File: src/rtl/pc_unit.sv
// Program counter for the pipelined MIPS core: holds the fetch address and picks the next PC
// from reset, exception, ERET, redirect (live or buffered during a stall) or pc+4.
// One cycle from any qualifying input to the new pc. A redirect seen during a stall is buffered.
module pc_unit #(
  parameter int                 WIDTH        = 32,
  parameter logic [WIDTH-1:0]   RESET_VECTOR = WIDTH'(32'h0000_3000),
  parameter logic [WIDTH-1:0]   EXC_VECTOR   = WIDTH'(32'h0000_4180),
  parameter logic [WIDTH-1:0]   IMEM_BASE    = WIDTH'(32'h0000_3000),
  parameter int unsigned        IMEM_BYTES   = 4096
) (
  input  logic             clk,
  input  logic             reset,
  input  logic             stall,
  input  logic             redir_valid,
  input  logic [WIDTH-1:0] redir_target,
  input  logic             exc_req,
  input  logic             eret,
  input  logic [WIDTH-1:0] epc,
  output logic [WIDTH-1:0] pc,
  output logic [WIDTH-1:0] pc_plus4,
  output logic             redir_pending,
  output logic             fetch_fault
);

  // The window end gets one extra bit so that base + size never wraps.
  localparam logic [WIDTH:0] WIN_END = {1'b0, IMEM_BASE} + (WIDTH+1)'(IMEM_BYTES);

  // RUN: nothing buffered. HOLD: pend_target holds a redirect that arrived during a stall.
  typedef enum logic {
    RUN  = 1'b0,
    HOLD = 1'b1
  } state_t;

  state_t           state;
  state_t           state_nx;
  logic [WIDTH-1:0] pc_nx;
  logic [WIDTH-1:0] pend_target;
  logic [WIDTH-1:0] pend_nx;
  logic             below_base;
  logic             above_end;

  assign pc_plus4      = pc + WIDTH'(4);
  assign redir_pending = (state == HOLD);

  // A leading 1 on both operands keeps the ordering unchanged, and the compare still works when the base is zero.
  assign below_base  = {1'b1, pc} < {1'b1, IMEM_BASE};
  assign above_end   = {1'b0, pc} >= WIN_END;
  assign fetch_fault = (pc[1:0] != 2'b00) || below_base || above_end;

  // State register. Reset has the highest priority and clears the buffered target.
  always_ff @(posedge clk) begin
    if (reset) begin
      pc          <= RESET_VECTOR;
      state       <= RUN;
      pend_target <= '0;
    end else begin
      pc          <= pc_nx;
      state       <= state_nx;
      pend_target <= pend_nx;
    end
  end

  // Next-PC selection. Exception and ERET override a stall. A buffered redirect is older than a live one.
  always_comb begin
    pc_nx    = pc_plus4;
    state_nx = state;
    pend_nx  = pend_target;
    if (exc_req) begin
      pc_nx    = EXC_VECTOR;
      state_nx = RUN;
    end else if (eret) begin
      pc_nx    = epc;
      state_nx = RUN;
    end else if (stall) begin
      pc_nx = pc;
      if (redir_valid) begin
        pend_nx  = redir_target;
        state_nx = HOLD;
      end
    end else if (state == HOLD) begin
      pc_nx    = pend_target;
      state_nx = RUN;
    end else if (redir_valid) begin
      pc_nx = redir_target;
    end
  end

endmodule

File: config.mk
export PLATFORM = sky130hd
export DESIGN_NAME = pc_unit
export DESIGN_NICKNAME = d
export VERILOG_FILES = /design/src/rtl/pc_unit.sv
export SDC_FILE = /design/constraint.sdc
export NUM_CORES = 1
export LEC_CHECK = 0
export BUFFER_PORTS_ARGS = -buffer_cell sky130_fd_sc_hd__buf_2
export CORE_MARGIN = 3
export CORE_UTILIZATION = 51
export DETAILED_ROUTE_END_ITERATION = 8
export GPL_ROUTABILITY_DRIVEN = 0
export PLACE_DENSITY = 0.78
export SLEW_MARGIN = 5
export SYNTH_ARGS = -nofsm -noshare
export SYNTH_HDL_FRONTEND = slang
export SYNTH_SLANG_ARGS = --single-unit
File: constraint.sdc
create_clock -name clk -period 2.6 [get_ports clk]
set_input_delay 0.39 -clock clk [delete_from_list [all_inputs] [get_ports clk]]
set_output_delay 0.39 -clock clk [all_outputs]
set_load 0.01 [all_outputs]
# ---- Yosys cells after proc, flatten, opt, wreduce, memory -nomap -nowiden
# Index checks and enable logic that the tools add are counted.
dict set report classes {
  magnitude_cmp 2
  n_bitwise 3
  addsub 1
  n_eq_ne 2
  reduce_logical 6
  muxes 5
}
# op count
set ops {}
lappend ops {{$mux W32} 4}
lappend ops {{$lt A33 B33 Y1 const B} 1}
lappend ops {{$add A32 B3 Y32 const B} 1}
lappend ops {{$ge A32 B15 Y1 const B} 1}
lappend ops {{$mux W15} 1}
lappend ops {{$reduce_and A4 Y1} 1}
lappend ops {{$reduce_or A4 Y1} 1}
lappend ops {{$ne A3 B1 Y1 const B} 1}
lappend ops {{$not A1 Y1} 3}
lappend ops {{$logic_or A1 B1 Y1} 2}
lappend ops {{$ne A2 B1 Y1 const B} 1}
lappend ops {{$reduce_bool A2 Y1} 1}
lappend ops {{$reduce_or A2 Y1} 1}
dict set report word_totals {
  input_bits 70
  reg_bits 65
  output_inout_bits 66
  word_cells 23
}

# ---- Depth between registers and ports, before layout
dict set report logic_depth {
  ltp_word 6
  ltp_mapped 8
}

# ---- Worst setup path before layout
# Ideal clock, no wire load.
dict set report synth_timing {
  kind {flip-flop to output port}
  start {reg pc[10]}
  end {out pc_plus4[24]}
  n_path_buf 2
  path_slack_ps 201
  arrival_time_ps 2009
  t_required_ps 2210
  stages_incl_launch_ff 7
  cell_sequence {dfxtp_1 > buf_2 > nand3_1 > or4_4 > buf_6 > o31a_2 > or2_2}
}
dict set report synth_via {
  elab_chain_cells 1
}
# item line
set synth_rtl {}
lappend synth_rtl {{start, declared} 19} ;# output logic [WIDTH-1:0] pc,
lappend synth_rtl {{start signal, assigned} 57} ;# pc <= pc_nx;
lappend synth_rtl {{$add A32 B3 Y32} 42} ;# assign pc_plus4 = pc + WIDTH'(4);
lappend synth_rtl {{end, declared} 20} ;# output logic [WIDTH-1:0] pc_plus4,
# No other way between the ends.

# ---- Final worst setup path
dict set report layout_timing {
  start {reg pc[17]}
  end {out pc_plus4[22]}
}
# The elaborated chain is that of the path after synthesis.

==> run summary <==
clock-pin slew of the registers on the worst-case setup and hold paths -> 0.09 ns
P_leak -> 0.00218 uW
hold bufs inserted after CTS -> 0
total die area -> 8840 um2
simple-gate portion of the synthesized area -> 0.257
Max Freq -> 386 MHz
CTS tree -> yes
final setup fails -> 0
syn avg cell area -> 7.61 um2
Synth-to-Final Area Change -> 31.6%
Worst Setup End Kind -> output pin
Worst Tran Pin Value -> 0.690 ns
Synth Area in Compound Gates -> 0.284
clock root buffer master -> clkbuf_8
DRT Pass-1 Iters -> 5
largest net degree at the start of global routing -> 39
Seq/Total Area, Yosys -> 0.329
maxcap violations -> 0
adder-cell share of the synthesized area -> 0.00634
row cnt -> 31
max incr delay on CP -> 0.61 ns
vias in the first global route -> 4239
crit share post-route -> 0.996
die width -> 94.0 um
Final nets -> 722
WHS -> 0.278 ns
area share of the largest cell type after synthesis -> 0.329
DRC viols -> 0
cells after synthesis -> 519
clk sink count -> 65
worst min path class -> in -> reg
asr flop ratio synth -> 0
mux cell area share after synthesis -> 0.0127
core box area -> 7370 um2
outcome -> completed
Buf/Inv on CP -> 1
WP data required -> 2.21 ns
number of synthesized flops with an enable pin -> 0
delay-heaviest family, CP -> simple AND/OR/NAND/NOR gates
unrepaired setup endpoints after global routing -> true
IO Pins -> 136
Synth Cell Area -> 3950 um2
Main synth FF type -> dfxtp_1
largest cells by area after synthesis -> dfxtp_1, nand2_1, a21oi_1
Final ANT Viol Nets -> 0
main combinational cell family by area after synthesis -> compound AO/OA/AOI/OAI gates
worst slack at placement -> 0.250 ns
Via density -> 6.32
xor and xnor area share after synthesis -> 0.0510
DIE HEIGHT -> 94.0 um
most frequent cell after synthesis -> nand2_1
unique cell type count in the Yosys netlist -> 56
input/output buffers -> 135
drt total wl -> 14500 um
H-tree depth -> 3
Slew Limit Fails -> 0
Critical Path Source Type -> register
initial antenna violation count -> 0
worst path cell trace -> nand4_4 > or4_4 > o31a_2 > or2_2 > buf_6
Total Routing Usage GR -> 0.314
Post-Synthesis Net Count -> 591
via count -> 4765
ANT cells -> 0
critical path arrival -> 2.20 ns
Yosys warnings -> 0
Max stage delay cell, worst path -> or4_4
CTS max path bufs -> 2
post-synth top area cell -> dfxtp_1
CP max FO -> 6
layout cells sized above 1 -> 0.340
Avg WL per Cell -> 19.2 um
Setup CP Type -> reg -> out
PwrDens -> 545 nW/um2
Starting Density -> 0.536
worst skew pair latency -> 0.35 ns
total CTS buffers -> 9
grt total ovfl -> 0
Final Hold Viols -> 0
hpwl dp -> 10200 um
1st-iter DRT viols -> 515
minimum clock period -> 2.59 ns
slew margin rel. -> 0.537
VDD IR max -> 349 uV
flops & latches, synth -> 65
Commonest cells post-synth -> nand2_1, dfxtp_1, a21oi_1
Fin Clk Skew -> 0.0125 ns
first-pass GRT wire length -> 21700 um
final worst slack -> 0.0109 ns
-- cells by family (layout without fill, tap and decap cells) --
family	count (synthesis)	in the layout
compound gates	167	167
buf+inv	56	191
simple gates	201	202
flops	65	65
fa+ha+maj	2	2
mux	5	5
xor+xnor	23	23
-- repair_timing --
action	in CTS	in global routing
endpoints found under the setup margin	7	13
pin swaps	1	7
hold endpoints to repair	0	0
resized for setup	14	22
buffers inserted	0	4
gates cloned	1	0
-- through the flow --
stage / cells / area (um2) / setup TNS [ns] / total power [uW] / utilization
after detailed placement: 733 / 4760 / 0 / 1560 / 0.646
after CTS: 750 / 5090 / -0.00571 / 2800 / 0.690
after global routing: 754 / 5200 / -0.0631 / 2910 / 0.706
after global placement: 733 / 4760 / 0 / 1550 / 0.646
final: 754 / 5200 / 0 / 2840 / 0.706
after floorplan: 519 / 3950 / 0 / 1350 / -
-- cell type report --
| class | instances | area [um2] |
|---|---|---|
| tap | 99 | 124 |
| clock inverter | 7 | 166 |
| multi-input combinational | 399 | 2490 |
| clock buffer | 9 | 124 |
| timing repair buffer | 164 | 925 |
| fill | 621 | 2170 |
| sequential | 65 | 1330 |
| inverter | 11 | 41.3 |
-- power breakdown --
part / switching [uW] / internal (uW)
registers: 53.1 / 1030
logic: 281 / 201
clock network: 434 / 833
total: 768 / 2070
-- routing by layer --
layer,routed length [um],part of all wire,vias to the layer above,track usage
li1,-,-,2168,-
met1,5680,0.39,2170,0.433
met2,6530,0.45,369,0.480
met3,1740,0.12,58,0.0609
met4,513,0.035,0,0.129
met5,0,0,-,0
-- placed cells by master (no fill, tap or decap), drive strengths merged, types with 3 or more instances in the layout --
master / count
a31oi: 5
nor4: 14
o22ai: 9
nor2: 30
o21bai: 3
or2: 6
o221ai: 4
buf: 164
nand3: 16
a2bb2oi: 4
nor3: 9
nand2: 88
or4: 5
xnor2: 18
bufinv: 5
a22oi: 5
o21ai: 27
o31ai: 6
a211oi: 3
dfxtp: 65
a221o: 9
o211ai: 5
o2bb2ai: 5
o31a: 5
clkbuf: 9
inv: 11
nand2b: 9
a21oi: 54
mux2i: 5
xor2: 5
nand4: 10
a221oi: 12
nor2b: 6
a32o: 4
-- final timing paths --
check | endpoint | depth (start not counted) | start | slack [ns]
worst max-delay path | pc_plus4[22] | 5 | pc[17]$_SDFFE_PP0P_ | 0.01
worst min-delay path | pc[23]$_SDFFE_PP0P_ | 2 | epc[23] | 0.28
worst max register to register | pc[17]$_SDFFE_PP0P_ | 5 | pc[4]$_SDFFE_PP0P_ | 0.33
worst min register to register | pend_target[5]$_SDFFE_PP0P_ | 2 | pend_target[5]$_SDFFE_PP0P_ | 0.46
-- sequential cells by signal, summed over array words and instances, names as in the netlist, named ones only --
name	cells
pc	30
pend_target	32
redir_pending	1
No activity file was read; power rests on OpenSTA's default activity.
